==> config.mk <==
export PLATFORM = sky130hd
export DESIGN_NAME = polyphase_output_commutator_flat
export DESIGN_NICKNAME = d
export VERILOG_FILES = /design/src/rtl/polyphase_output_commutator_pkg.sv /design/src/rtl/polyphase_output_commutator_if.sv /design/src/rtl/round_sat.sv /design/src/rtl/polyphase_output_commutator.sv /design/src/flat_wrapper.sv
export SDC_FILE = /design/constraint.sdc
export NUM_CORES = 1
export LEC_CHECK = 0
export CORE_UTILIZATION = 45
export DETAILED_ROUTE_END_ITERATION = 10
export PLACE_DENSITY = 0.9
export SYNTH_ARGS = -nofsm -noshare
export SYNTH_HDL_FRONTEND = slang
export SYNTH_SLANG_ARGS = --single-unit
==> constraint.sdc <==
create_clock -name clk -period 2.77 [get_ports clk]
set_input_delay 0.4155 -clock clk [delete_from_list [all_inputs] [get_ports clk]]
set_output_delay 0.4155 -clock clk [all_outputs]
set_load 0.005 [all_outputs]
==> src/rtl/polyphase_output_commutator_pkg.sv <==
// Shared constants and types for the Tx polyphase interpolator output stage.
// The branch widths here are also used by the E0..E3 comb branches.
package polyphase_commutator_pkg;

  localparam int PHASES = 4;
  localparam int IN_W   = 20;
  localparam int OUT_W  = 11;
  localparam int SHIFT  = 9;

  typedef logic [$clog2(PHASES)-1:0] phase_t;

  localparam phase_t LAST_PHASE = phase_t'(PHASES - 1);

endpackage

==> src/rtl/polyphase_output_commutator_if.sv <==
// Branch-input / serialised-output bundle of the polyphase output commutator.
interface polyphase_output_commutator_if;
  import polyphase_commutator_pkg::*;

  logic                    in_valid;
  logic signed [IN_W-1:0]  in_e0;
  logic signed [IN_W-1:0]  in_e1;
  logic signed [IN_W-1:0]  in_e2;
  logic signed [IN_W-1:0]  in_e3;
  logic signed [OUT_W-1:0] out_data;
  logic                    out_valid;
  phase_t                  out_phase;
  logic                    overrun;

  modport master (
    output in_valid, in_e0, in_e1, in_e2, in_e3,
    input  out_data, out_valid, out_phase, overrun
  );

  modport slave (
    input  in_valid, in_e0, in_e1, in_e2, in_e3,
    output out_data, out_valid, out_phase, overrun
  );

endinterface

==> src/rtl/round_sat.sv <==
// Combinational round-half-up rescale by 2^SHIFT with saturation to OUT_W bits.
// Shared with the Rx decimator output.
module round_sat #(
  parameter int IN_W  = 20,
  parameter int OUT_W = 11,
  parameter int SHIFT = 9
) (
  input  logic signed [IN_W-1:0]  x,
  output logic signed [OUT_W-1:0] y
);

  localparam int MAX_I = (2 ** (OUT_W - 1)) - 1;
  localparam int MIN_I = -(2 ** (OUT_W - 1));
  localparam logic signed [IN_W:0] MAX_V = (IN_W + 1)'(MAX_I);
  localparam logic signed [IN_W:0] MIN_V = (IN_W + 1)'(MIN_I);
  localparam logic signed [IN_W:0] HALF  = (IN_W + 1)'(2 ** (SHIFT - 1));

  // One guard bit keeps the rounding offset add from wrapping.
  function automatic logic signed [OUT_W-1:0] rs(input logic signed [IN_W-1:0] v);
    logic signed [IN_W:0] t;
    t = $signed({v[IN_W-1], v}) + HALF;
    t = t >>> SHIFT;
    if (t > MAX_V)
      rs = MAX_V[OUT_W-1:0];
    else if (t < MIN_V)
      rs = MIN_V[OUT_W-1:0];
    else
      rs = t[OUT_W-1:0];
  endfunction

  assign y = rs(x);

endmodule

==> src/rtl/polyphase_output_commutator.sv <==
// Captures the four branch outputs per low-rate period and serialises them in
// phase order at the high rate through round/saturate rescaling.
module polyphase_output_commutator
  import polyphase_commutator_pkg::*;
(
  input  logic                          clk,
  input  logic                          rst,
  polyphase_output_commutator_if.slave  bus
);

  logic signed [IN_W-1:0]  bank_p0 [PHASES];
  phase_t                  sel_p0;
  logic                    busy_p0;
  logic signed [OUT_W-1:0] rs_y;

  logic signed [OUT_W-1:0] data_p1;
  phase_t                  phase_p1;
  logic                    vld_p1;
  logic                    overrun_q;

  round_sat #(
    .IN_W  (IN_W),
    .OUT_W (OUT_W),
    .SHIFT (SHIFT)
  ) u_round_sat (
    .x (bank_p0[sel_p0]),
    .y (rs_y)
  );

  // p0 -> p1: emit the selected bank entry, then let a new capture override
  // sel/busy on the same edge so the old entry leaves before it is replaced.
  always_ff @(posedge clk) begin
    if (rst) begin
      bank_p0   <= '{default: '0};
      sel_p0    <= '0;
      busy_p0   <= 1'b0;
      data_p1   <= '0;
      phase_p1  <= '0;
      vld_p1    <= 1'b0;
      overrun_q <= 1'b0;
    end else begin
      if (busy_p0) begin
        data_p1  <= rs_y;
        phase_p1 <= sel_p0;
        vld_p1   <= 1'b1;
        if (sel_p0 == LAST_PHASE)
          busy_p0 <= 1'b0;
        else
          sel_p0 <= sel_p0 + 1'b1;
      end else begin
        vld_p1 <= 1'b0;
      end

      if (bus.in_valid) begin
        bank_p0[0] <= bus.in_e0;
        bank_p0[1] <= bus.in_e1;
        bank_p0[2] <= bus.in_e2;
        bank_p0[3] <= bus.in_e3;
        sel_p0     <= '0;
        busy_p0    <= 1'b1;
        if (busy_p0 && (sel_p0 != LAST_PHASE))
          overrun_q <= 1'b1;
      end
    end
  end

  assign bus.out_data  = data_p1;
  assign bus.out_phase = phase_p1;
  assign bus.out_valid = vld_p1;
  assign bus.overrun   = overrun_q;

endmodule

==> src/flat_wrapper.sv <==
// flat-port wrapper written by rule: the top's interface ports become plain ports
module polyphase_output_commutator_flat import polyphase_commutator_pkg::*;
  (clk, rst, bus_in_valid, bus_in_e0, bus_in_e1, bus_in_e2, bus_in_e3, bus_out_data, bus_out_valid, bus_out_phase, bus_overrun);
  polyphase_output_commutator_if bus_i ();
  input  logic clk;
  input  logic rst;
  input wire logic [$bits(bus_i.in_valid)-1:0] bus_in_valid;
  input wire logic [$bits(bus_i.in_e0)-1:0] bus_in_e0;
  input wire logic [$bits(bus_i.in_e1)-1:0] bus_in_e1;
  input wire logic [$bits(bus_i.in_e2)-1:0] bus_in_e2;
  input wire logic [$bits(bus_i.in_e3)-1:0] bus_in_e3;
  output wire logic [$bits(bus_i.out_data)-1:0] bus_out_data;
  output wire logic [$bits(bus_i.out_valid)-1:0] bus_out_valid;
  output wire logic [$bits(bus_i.out_phase)-1:0] bus_out_phase;
  output wire logic [$bits(bus_i.overrun)-1:0] bus_overrun;
  assign bus_i.in_valid = bus_in_valid;
  assign bus_i.in_e0 = bus_in_e0;
  assign bus_i.in_e1 = bus_in_e1;
  assign bus_i.in_e2 = bus_in_e2;
  assign bus_i.in_e3 = bus_in_e3;
  assign bus_out_data = bus_i.out_data;
  assign bus_out_valid = bus_i.out_valid;
  assign bus_out_phase = bus_i.out_phase;
  assign bus_overrun = bus_i.overrun;
  polyphase_output_commutator u_core (.clk(clk), .rst(rst), .bus(bus_i));
endmodule
# [Word-level counts from Yosys, hierarchy flattened]
# Cells that the tools add are included.
[totals] wordCells=32 in_bits=83 ff_bits=98
[classes] n_reduce_logical=4 mux=9 n_lt_le_gt_ge=3 bitwise_logic=2 n_eq_ne=2 add_sub_neg=2
[op_table] operator="$bmux 20 s2" count=1
[op_table] operator="$mux 20" count=2
[op_table] operator="$mux 11" count=2
[op_table] operator="$add 20x10->21 const B" count=1
[op_table] operator="$gt 12x11->1 const B" count=1
[op_table] operator="$lt 12x11->1 const B" count=1
[op_table] operator="$mux 1" count=4
[op_table] operator="$reduce_and 2->1" count=2
[op_table] operator="$ge 3x3->1 const B" count=1
[op_table] operator="$not 2->3" count=1
[op_table] operator="$add 2x1->2 const B" count=1
[op_table] operator="$eq 2x2->1 const B" count=1
[op_table] operator="$ne 2x2->1 const B" count=1
[op_table] operator="$reduce_or 2->1" count=1
[op_table] operator="$logic_and 1x1->1" count=1
[op_table] operator="$not 1->1" count=1

# [Longest topological paths before layout]
# Gate-level depths: netlist (run 1).
[logic_depth] word_depth=8 ltp_mapped=8

# [Modules after synthesis]
# A second synthesis (run 1) with hierarchy kept.
[hier_totals] cells_unflattened=404 hier_area_um2=4350.4
[modules_own_cells] module="polyphase_output_commutator" n_inst=1 area_each_um2=3963.8 cells_per_inst=342
[modules_own_cells] module="round_sat" n_inst=1 area_each_um2=386.6 cells_per_inst=62

# [Worst setup path before layout (run 1)]
# OpenSTA, ideal clock, no wires.
[synth_timing] path_kind="register to register" startpoint="register u_core.sel_p0[0]" endpoint="register u_core.data_p1[5], in the netlist u_core.bus.out_data[5]" slack_ps=632 required_ps=2623 arrival_time_ps=1991 n_path_buf=2 setup_time_ps=147 stages_incl_launch_ff=9 cell_sequence="dfxtp_1 buf_6 buf_12 mux4_2 ha_1 nand2_1 mux2i_1 a41oi_2 a311oi_1"
[synth_between] elab_chain_len=8 elab_cells_between_ends=9 classes_between="1 x add/sub; 2 x order compare; 5 x mux; 1 x bitwise"
[synth_lines] item="start, declared" line_no="polyphase_output_commutator.sv:12" source="phase_t sel_p0;"
[synth_lines] item="start signal, assigned" line_no="polyphase_output_commutator.sv:49" source="sel_p0 <= sel_p0 + 1'b1;"
[synth_lines] item="$not 2->3 (not written as such) (*)" line_no="polyphase_output_commutator.sv:26" source=".x (bank_p0[sel_p0]),"
[synth_lines] item="$bmux 20 s2 (*)" line_no="polyphase_output_commutator.sv:26"
[synth_lines] item="$mux 20 (not written as such) (*) (2 in a row)" line_no="polyphase_output_commutator.sv:26"
[synth_lines] item="$add 20x10->21 (*)" line_no="round_sat.sv:21" source="t = $signed({v[IN_W-1], v}) + HALF;"
[synth_lines] item="$lt 12x11->1" line_no="round_sat.sv:25" source="else if (t < MIN_V)"
[synth_lines] item="$mux 11" line_no="round_sat.sv:25"
[synth_lines] item="$mux 11 (*)" line_no="round_sat.sv:23" source="if (t > MAX_V)"
[synth_lines] item="end signal, assigned" line_no="polyphase_output_commutator.sv:43" source="data_p1 <= rs_y;"
[synth_lines] item="end, declared" line_no="polyphase_output_commutator.sv:16" source="logic signed [OUT_W-1:0] data_p1;"
# Every way passes the cells marked *; elsewhere a longest branch is shown, timed or not. The select of a mux whose other input is x is not followed.
# A chain may end at the register's enable or synchronous reset.

# [Worst setup path after layout (run 1)]
[layout_timing] startpoint="register u_core.sel_p0[1]" endpoint="register u_core.data_p1[7], in the netlist u_core.bus.out_data[7]"
# The elaborated chain is that of the path after synthesis.

==> flow_results.org, run 1 <==
** Hold path
- Worst hold path class :: in2reg

** Worst setup path
- Gate family responsible for the most delay along the worst path :: flip-flops
- CP Cell Sequence :: buf_4 > mux4_2 > ha_1 > nand2_1 > mux2i_1 > a41oi_2 > a311oi_1
- Along the worst path, the maximum fanout reaches 10.
- On the critical path, the stage with the largest delay is an instance of dfxtp_1.
- Crit path kind :: reg2reg
- In this design, the stage delay of the slowest critical-path cell is between 0.6 and 0.7 ns.
- CP Data Required Time :: between 2 and 3 ns
- Arrival @ worst endpoint :: 2.68 ns
- Critical path endpoint category :: register
- Total buffers and inverters traversed by the critical path :: 1
- STA classifies the critical path startpoint as a register.

** STA
- In this run the tightest slew margin relative to its limit is roughly two thirds.
- Final hold analysis gives a worst-case slack of ~0.47 ns.
- Share of the clock period used by the worst path :: between 80% and 90%
- Setup repair after global routing missed its margin :: no
- Final critical-path required period :: between 2 and 2.5 ns
- The max-slew violation count came to 0.
- Summed over all failing endpoints, the final setup total negative slack is 0 ns.
- Number of endpoints with negative hold slack in the final report :: 0
- Setup violations remaining at the end of the flow were counted as 0.
- Slew at the pin closest to its max-slew limit :: between 0.5 and 0.6 ns
- Static timing analysis puts the maximum clock frequency at 402.0 MHz.
- Post-route clock skew :: ~0.0059 ns

** Finish
- Antenna fix cells :: 0
- After the last flow step, the layout net total stands at roughly 420.
- After routing the design area is about 3800 sq um.
- Relative to the synthesized area, the layout overhead comes to 31.06%.
- At the end of the flow the core is filled with cells to between 60 and 70%.
- Final-layout fill cell count :: just over 500
- Share of layout cells above drive strength 1 :: around a tenth

** Detailed routing
- Before antenna repair, the detailed router went through 4 iterations.
- Vias post-DR :: 2,195
- Wires add up to slightly above 6 mm.
- After detailed routing, the average wire length per cell comes to between 10 and 15 um.
- In this run the remaining antenna-violating nets after routing total 0.
- For this run, design rule violations remaining after detail routing come to 0.
- The first routing iteration left between 150 and 200 violations.
- After detailed routing, the number of vias per cell comes to around 5.3.

** Clocking
- Maximum number of buffers from clock root to sink :: 2
- Number of buffers added by the clock tree synthesis step :: 9
- Clock sink total :: 66
- The root buffer cell chosen for the clock tree is clkbuf_8.
- Number of buffers inserted to repair setup after CTS :: 0
- # resized after CTS :: 0
- CTS clk-pin slew, worst paths :: ~0.070 ns
- Later-pin clock latency in the skew report :: about 0.33 ns
- In this run the number of H-tree levels came out at 3.
- Number of buffers added to fix hold violations after cts :: 0
- TritonCTS built the clock tree.

** Place
- Area after detailed placement :: 3560 sq um
- Gpl congestion :: ~0.86
- HPWL after detailed placement :: approximately 4.4 mm
- Buffers placed on the I/O ports in this run total 65.

** Yosys
- After synthesis, the share of flip-flops with an asynchronous set or reset is 0%.
- Library cell with the largest summed area after synthesis :: dfxtp_1
- Synthesis handed over a netlist of about 270 instances.
- Mapped Avg Cell Area :: between 10 and 15 sq um
- Seq cells post-synth :: 66
- Share of synthesized area occupied by flip-flops and latches :: 45.81%
- Synthesized netlist net count :: roughly 360
- Ranked by instance count, the synthesized netlist is headed by 66 x dfxtp_1, 66 x nor2_1, 52 x mux2i_1.
- Sorting the synthesized cells by area gives the leading types as dfxtp_1 46%, mux2i_1 18%, nor2_1 8.6%, mux4_2 5.5%, mux4_1 4.6%.
- After synthesis, the netlist uses 33 different library cells.
- EDFF count, synth :: 0
- Predominant post-synthesis flop cell :: dfxtp_1
- Yosys printed 0 warnings.
- In this run the cell area of the synthesized design comes to 2884 sq um.
- Share of the synthesized area in the top cell type :: between 40% and 50%

** Floorplan
- The region available for standard cell placement spans ~6000 sq um.
- Number of top-level pins :: between 90 and 100
- The initial utilization of the core area, before any placement, comes to around 48%.
- Y dimension of the die :: 82.06 um
- The die covers approximately 6700 sq um.
- The floorplan step set the die width to around 82 um.
- Row generation in the floorplan step produced 28 rows.

** Pwr
- The analysis attributes to cell leakage a power of roughly 0.0016 uW.
- Power density cells :: roughly 580 nW/um^2
- VDD IR-drop max :: approximately 400 uV

** Global route
- Pin count of the biggest net entering global routing :: 31
- The number of antenna violations at the first check in global routing is 0.
- Global routing finished with a remaining overflow of 0.
- The number of global-route vias before repair came to 2,124.
- First-pass GRT wire length :: around 10 mm
- Across every metal layer, demand over resource in global routing totals between 15 and 20%.

** Run
- Count of maximum capacitance violations :: 0

** Outcome
- The flow ran to the end, and the final reports show no timing, DRC or antenna violations.
## cells by family (layout without fill, tap and decap cells)
logic type	Yosys count	in the layout	share of synthesized area, %
flip-flops	66	66	45.81
buffers and inverters	20	89	3.991
adder cells (fa/ha/maj)	2	2	0.8675
AND/OR/NAND/NOR	90	90	13.58
AO/OA/AOI/OAI	23	23	5.553
multiplexers	64	64	28.07
XOR/XNOR	7	7	2.126
## power by group
group | leakage, uW | internal [uW] | switching (uW)
logic | 0.000902 | 167 | 116
registers | 0.000545 | 1010 | 35.4
clock network | 0.000109 | 529 | 355
total | 0.00156 | 1700 | 506
## through the flow
stage	power, uW	cells	setup slack (ns)
floorplan	1212	272	0.6320
global placement	1334	400	0.2123
detailed placement	1345	400	0.1773
CTS	2219	416	0.1571
global route	2300	416	0.09434
finish	2208	416	0.2825
## routing by layer
metal / track usage, % / share of wire [%] / vias up
met5: 0 / 0 / -
met4: 7.368 / 1.2 / 0
met3: 4.889 / 5.2 / 9
met2: 33.14 / 49 / 56
met1: 24.44 / 44 / 1034
li1: - / - / 1096
## flip-flops by register name, indices dropped and copies added (netlist names)
| name | cells |
|---|---|
| u_core.bus.out_valid | 1 |
| u_core.bus.out_phase | 2 |
| u_core.bank_p0 | 48 |
| u_core.bus.out_data | 11 |
| u_core.bus.overrun | 1 |
| u_core.busy_p0 | 1 |
| u_core.sel_p0 | 2 |
## final cells by class
class	count	area (sq um)	share of cell area, %
Clock buffer	11	141.4	3.740
Timing Repair Buffer	72	693.2	18.34
Tap cell	75	93.84	2.483
Multi-Input combinational cell	186	1448	38.30
Inverter	1	3.754	0.09930
Clock inverter	5	77.57	2.052
Sequential cell	66	1323	34.99
## worst register-to-register path, stage by stage (launching register included)
cell and delay (ns):
dfxtp_1 0.64, buf_4 0.24, mux4_2 0.35, ha_1 0.29, nand2_1 0.09, mux2i_1 0.10, a41oi_2 0.47, a311oi_1 0.16
## final timing paths
kind / cells past startpoint / slack [ns] / to / startpoint
hold / removal: 2 / 0.47 / u_core.bus.out_valid$_SDFF_PP0_ / rst
setup reg to reg: 7 / 0.28 / u_core.bus.out_data[7]$_SDFFE_PP0P_ / u_core.sel_p0[1]$_SDFFE_PP0P_
hold reg to reg: 2 / 0.48 / u_core.bus.out_data[10]$_SDFFE_PP0P_ / u_core.bus.out_data[10]$_SDFFE_PP0P_
setup / recovery: 7 / 0.28 / u_core.bus.out_data[7]$_SDFFE_PP0P_ / u_core.sel_p0[1]$_SDFFE_PP0P_
## layout by cell type, fill, tap and decap left out, types with 2 or more instances in the layout
| cell | count |
|---|---|
| clkdlybuf4s50_1 | 63 |
| nand2_1 | 5 |
| xnor2_1 | 5 |
| xor2_1 | 2 |
| a311oi_1 | 3 |
| a211oi_1 | 7 |
| and3_1 | 3 |
| nor2_1 | 66 |
| nand3_1 | 4 |
| or3b_2 | 2 |
| a31oi_1 | 2 |
| dfxtp_1 | 65 |
| nor3_1 | 3 |
| o21ai_1 | 2 |
| ha_1 | 2 |
| and2_1 | 2 |
| bufinv_16 | 2 |
| buf_2 | 2 |
| buf_4 | 7 |
| a21oi_1 | 3 |
| o21ai_0 | 4 |
| mux2i_1 | 52 |
| mux4_1 | 5 |
| clkinv_2 | 2 |
| mux4_2 | 7 |
| clkbuf_8 | 10 |
No activity file was read; power rests on OpenSTA's default activity.
==> run 2: changes to the inputs <==
--- a/config.mk
+++ b/config.mk
@@ -5,7 +5,9 @@
 export SDC_FILE = /design/constraint.sdc
 export NUM_CORES = 1
 export LEC_CHECK = 0
-export CORE_UTILIZATION = 45
+export CELL_PAD_IN_SITES_DETAIL_PLACEMENT = 1
+export CELL_PAD_IN_SITES_GLOBAL_PLACEMENT = 1
+export CORE_UTILIZATION = 34
 export DETAILED_ROUTE_END_ITERATION = 10
 export PLACE_DENSITY = 0.9
 export SYNTH_ARGS = -nofsm -noshare
==> flow_results.org, run 2 (synthesis gave the netlist of run 1 again) <==
** Outcome
- Result of the run :: completed

** Finish
- u_core.bank_p0 holds more flip-flops than any other register.
- Area growth from synthesis to layout :: 31.54%
- The flip-flop count of the largest register, all copies and words added came to 48 (unchanged).
- # nets final :: 420 (-0.24%)
- In the layout the commonest cells are 66 x nor2_1, 66 x dfxtp_1, 63 x clkdlybuf4s50_1, 52 x mux2i_1, 12 x clkbuf_8.
- Antenna fix cells :: 0 (unchanged)
- Share of layout cells above drive strength 1 :: 9.735% (-0.82 points)

** Worst setup path
- Setup slack on the worst flop-to-flop path :: 0.23 ns (-0.05 ns)
- In this run the critical register-to-register path is captured at u_core.bus.out_data[7]$_SDFFE_PP0P_.
- The worst register-to-register path begins at u_core.sel_p0[0]$_SDFFE_PP0P_.
- The slowest stage of the critical path belongs to the cell mux4_1.
- Critical path endpoint category :: register
- CP Data Required Time :: 2.98 ns (+0.02 ns)
- Worst-path fanout max :: 10 (unchanged)
- The worst path arrival time was 2.74 ns (+0.06 ns).
- The setup path with the least slack is of type reg2reg.
- The number of cells on the worst reg-to-reg path came to 6 (-1).
- Traced cell by cell, the critical path runs through buf_4 > mux4_1 > nand4_2 > nor2b_1 > a41oi_2 > a311oi_1.
- Total buffers and inverters traversed by the critical path :: 1 (unchanged)
- Gate family responsible for the most delay along the worst path :: multiplexers
- Maximum single-stage delay on the critical path :: 0.69 ns (+0.05 ns)
- The worst setup path is launched from a register.

** STA
- Number of endpoints with negative hold slack in the final report :: 0 (unchanged)
- The post-layout minimum cycle time is 2.539 ns (+0.05161 ns).
- Number of max-slew violations in the final report :: 0 (unchanged)
- The worst setup skew after layout came to 0.006503 ns (+0.0006505 ns).
- Setup repair after global routing missed its margin :: no
- Setup TNS after final layout :: 0 ns (unchanged)
- The worst slew margin relative to its limit came to 64.85% (-1.6 points).
- Share of the clock period used by the worst path :: 91.66% (+1.9 points)
- Slew at the pin closest to its max-slew limit :: 0.5266 ns (+0.02463 ns)
- Minimum hold slack :: 0.4639 ns (-0.005228 ns)
- Final setup vio count :: 0 (unchanged)
- Max frequency :: 393.8 MHz (-2.0%)

** Clocking
- Later-pin clock latency in the skew report :: 0.35 ns (+0.02 ns)
- CTS clk-pin slew, worst paths :: 0.07 ns (about the same)
- The maximum buffer depth of the clock tree came to 2 (unchanged).
- The hold buffer count at CTS is 0 (unchanged).
- The total clock buffers created by CTS came to 9 (unchanged).
- The tree is rooted in a clkbuf_8.
- # resized after CTS :: 0 (unchanged)
- CTS tree :: done
- The clock net sink count was 66 (unchanged).
- The number of setup buffers added after CTS is 0 (unchanged).
- The maximum level of the CTS H-tree is 3 (unchanged).

** Pwr
- The clock group share of total power is 38.7% (-1.3 points).
- The net switching power figure came to 514.0 uW (+1.5%).
- Internal power :: 1657 uW (-2.6%)
- Switch share :: 23.67% (+0.74 points)
- The peak supply drop came to 236.3 uV (-41%).
- Power density cells :: 572.3 nW/um^2 (-2.1%)
- The share of total power in sequential cells is 48.0% (+0.8 points).
- Leak pwr :: 0.001547 uW (-0.59%)
- Combinational Power Share :: 13.3% (+0.5 points)
- The overall power after layout is 2171 uW (-1.7%).

** Detailed routing
- Remaining design rule violation count :: 0 (unchanged)
- The detailed-routing iteration count for the pre-antenna-repair pass is 4 (unchanged).
- Total wire length :: 7.069 mm (+17%)
- Vias post-DR :: 2,224 (+1.3%)
- Mean routed wirelength per cell :: 15.92 um (+9.2%)
- The post-route antenna net violation count came to 0 (unchanged).
- The via-per-instance ratio was 5.009 (-5.1%).
- Iteration-0 DRC count of the detailed router :: 87 (-46%)

** Hold path
- The min-delay analysis places its worst path in the category reg2reg.
- Worst hold path endpoint :: u_core.bus.out_data[10]$_SDFFE_PP0P_
- The startpoint identified for the worst hold timing path is u_core.bus.out_data[10]$_SDFFE_PP0P_.
- The cell depth of the worst min-delay path came to 2 (unchanged).

** Floorplan
- The die outline area is 8855 sq um (+32%).
- The die boundary height was 94.10 um (+15%).
- Initial core utilization :: 35.10% (-12 points)
- The placeable core region is 8217 sq um (+36%).
- The number of top-level pins came to 98 (unchanged).
- The width of the die is 94.10 um (+15%).
- The cell row count is 33 (+18%).

** Run
- Count of maximum capacitance violations :: 0 (unchanged)

** Place
- Gpl congestion :: 0.7727 (-10%)
- The count of buffers inserted at the top-level ports was 65 (unchanged).
- HPWL after detailed placement :: 5.136 mm (+17%)

** Global route
- Number of antenna violations at the first check in global routing :: 0 (unchanged)
- Sum of overflow across all layers after global routing :: 0 (unchanged)
- Overall fraction of global-route tracks in use :: 18.00% (-1.8 points)
- The global-route wire length before repair is 11.93 mm (+19%).
- Pin count of the biggest net entering global routing :: 42 (+35%)
- Via count of the first global-routing pass :: 2,390 (+13%)
[run 2: cell types whose count changed in the layout (fill, tap and decap cells not counted), sizes merged]
cell / previous run / this run
clkinv: 2 / 1
bufinv: 2 / 1
buf: 9 / 8
clkbuf: 11 / 13
clkinvlp: 1 / 0
[run 2: per-stage QoR]
stage | instances | worst slack (ns) | utilization (%) | instance area (sq um)
after floorplan | 272 | 0.6320 | - | 2884
after global routing | 444 | 0.02923 | 46.17 | 3794
after CTS | 444 | 0.2150 | 46.17 | 3794
after global placement | 429 | 0.2569 | 43.69 | 3590
final | 444 | 0.2309 | 46.17 | 3794
after detailed placement | 429 | 0.2319 | 43.69 | 3590
[run 2: per-layer routing]
layer | vias up | part of all wire [%] | global-route usage, %
li1 | 1086 | - | -
met1 | 1081 | 43 | 20.97
met2 | 50 | 51 | 31.14
met3 | 7 | 4.4 | 5.016
met4 | 0 | 1.1 | 6.923
met5 | - | 0 | 0
[run 2: final cells by class]
type,count,area (sq um)
inverters,1,3.754
multi-input cells,186,1448
flip-flops and latches,66,1321
clock inverters,2,35.03
clock buffers,13,168.9
well taps,105,131.4
repair buffers,71,685.7
fillers,894,4423
[run 2: worst register-to-register path: cells and delay by family, from the launching register on]
kind	cells	cell delay (ns)
mux	1	0.69
flops	1	0.57
compound gates	2	0.57
simple gates	2	0.31
buf+inv	1	0.25
[run 2: power groups by stage]
stage,combinational [uW],clock (uW),sequential (uW)
4_1_cts,293,859,1040
6_report,288,841,1040
2_1_floorplan,163,0,1050
3_5_place_dp,291,0,1060
5_1_grt,318,903,1050
3_3_place_gp,280,0,1060
[run 2: how the worst max path moves through the flow]
stage | slack, ns | endpoint | startpoint | depth (start not counted)
2_1_floorplan | 0.63 | u_core.bus.out_data[5]$_SDFFE_PP0P_ | u_core.sel_p0[0]$_SDFFE_PP0P_ | 8
3_3_place_gp | 0.26 | u_core.bus.out_data[5]$_SDFFE_PP0P_ | u_core.sel_p0[0]$_SDFFE_PP0P_ | 6
3_5_place_dp | 0.23 | u_core.bus.out_data[7]$_SDFFE_PP0P_ | u_core.sel_p0[0]$_SDFFE_PP0P_ | 6
4_1_cts | 0.21 | u_core.bus.out_data[7]$_SDFFE_PP0P_ | u_core.sel_p0[0]$_SDFFE_PP0P_ | 6
5_1_grt | 0.03 | u_core.bus.out_data[5]$_SDFFE_PP0P_ | u_core.sel_p0[0]$_SDFFE_PP0P_ | 6
6_report | 0.23 | u_core.bus.out_data[7]$_SDFFE_PP0P_ | u_core.sel_p0[0]$_SDFFE_PP0P_ | 6
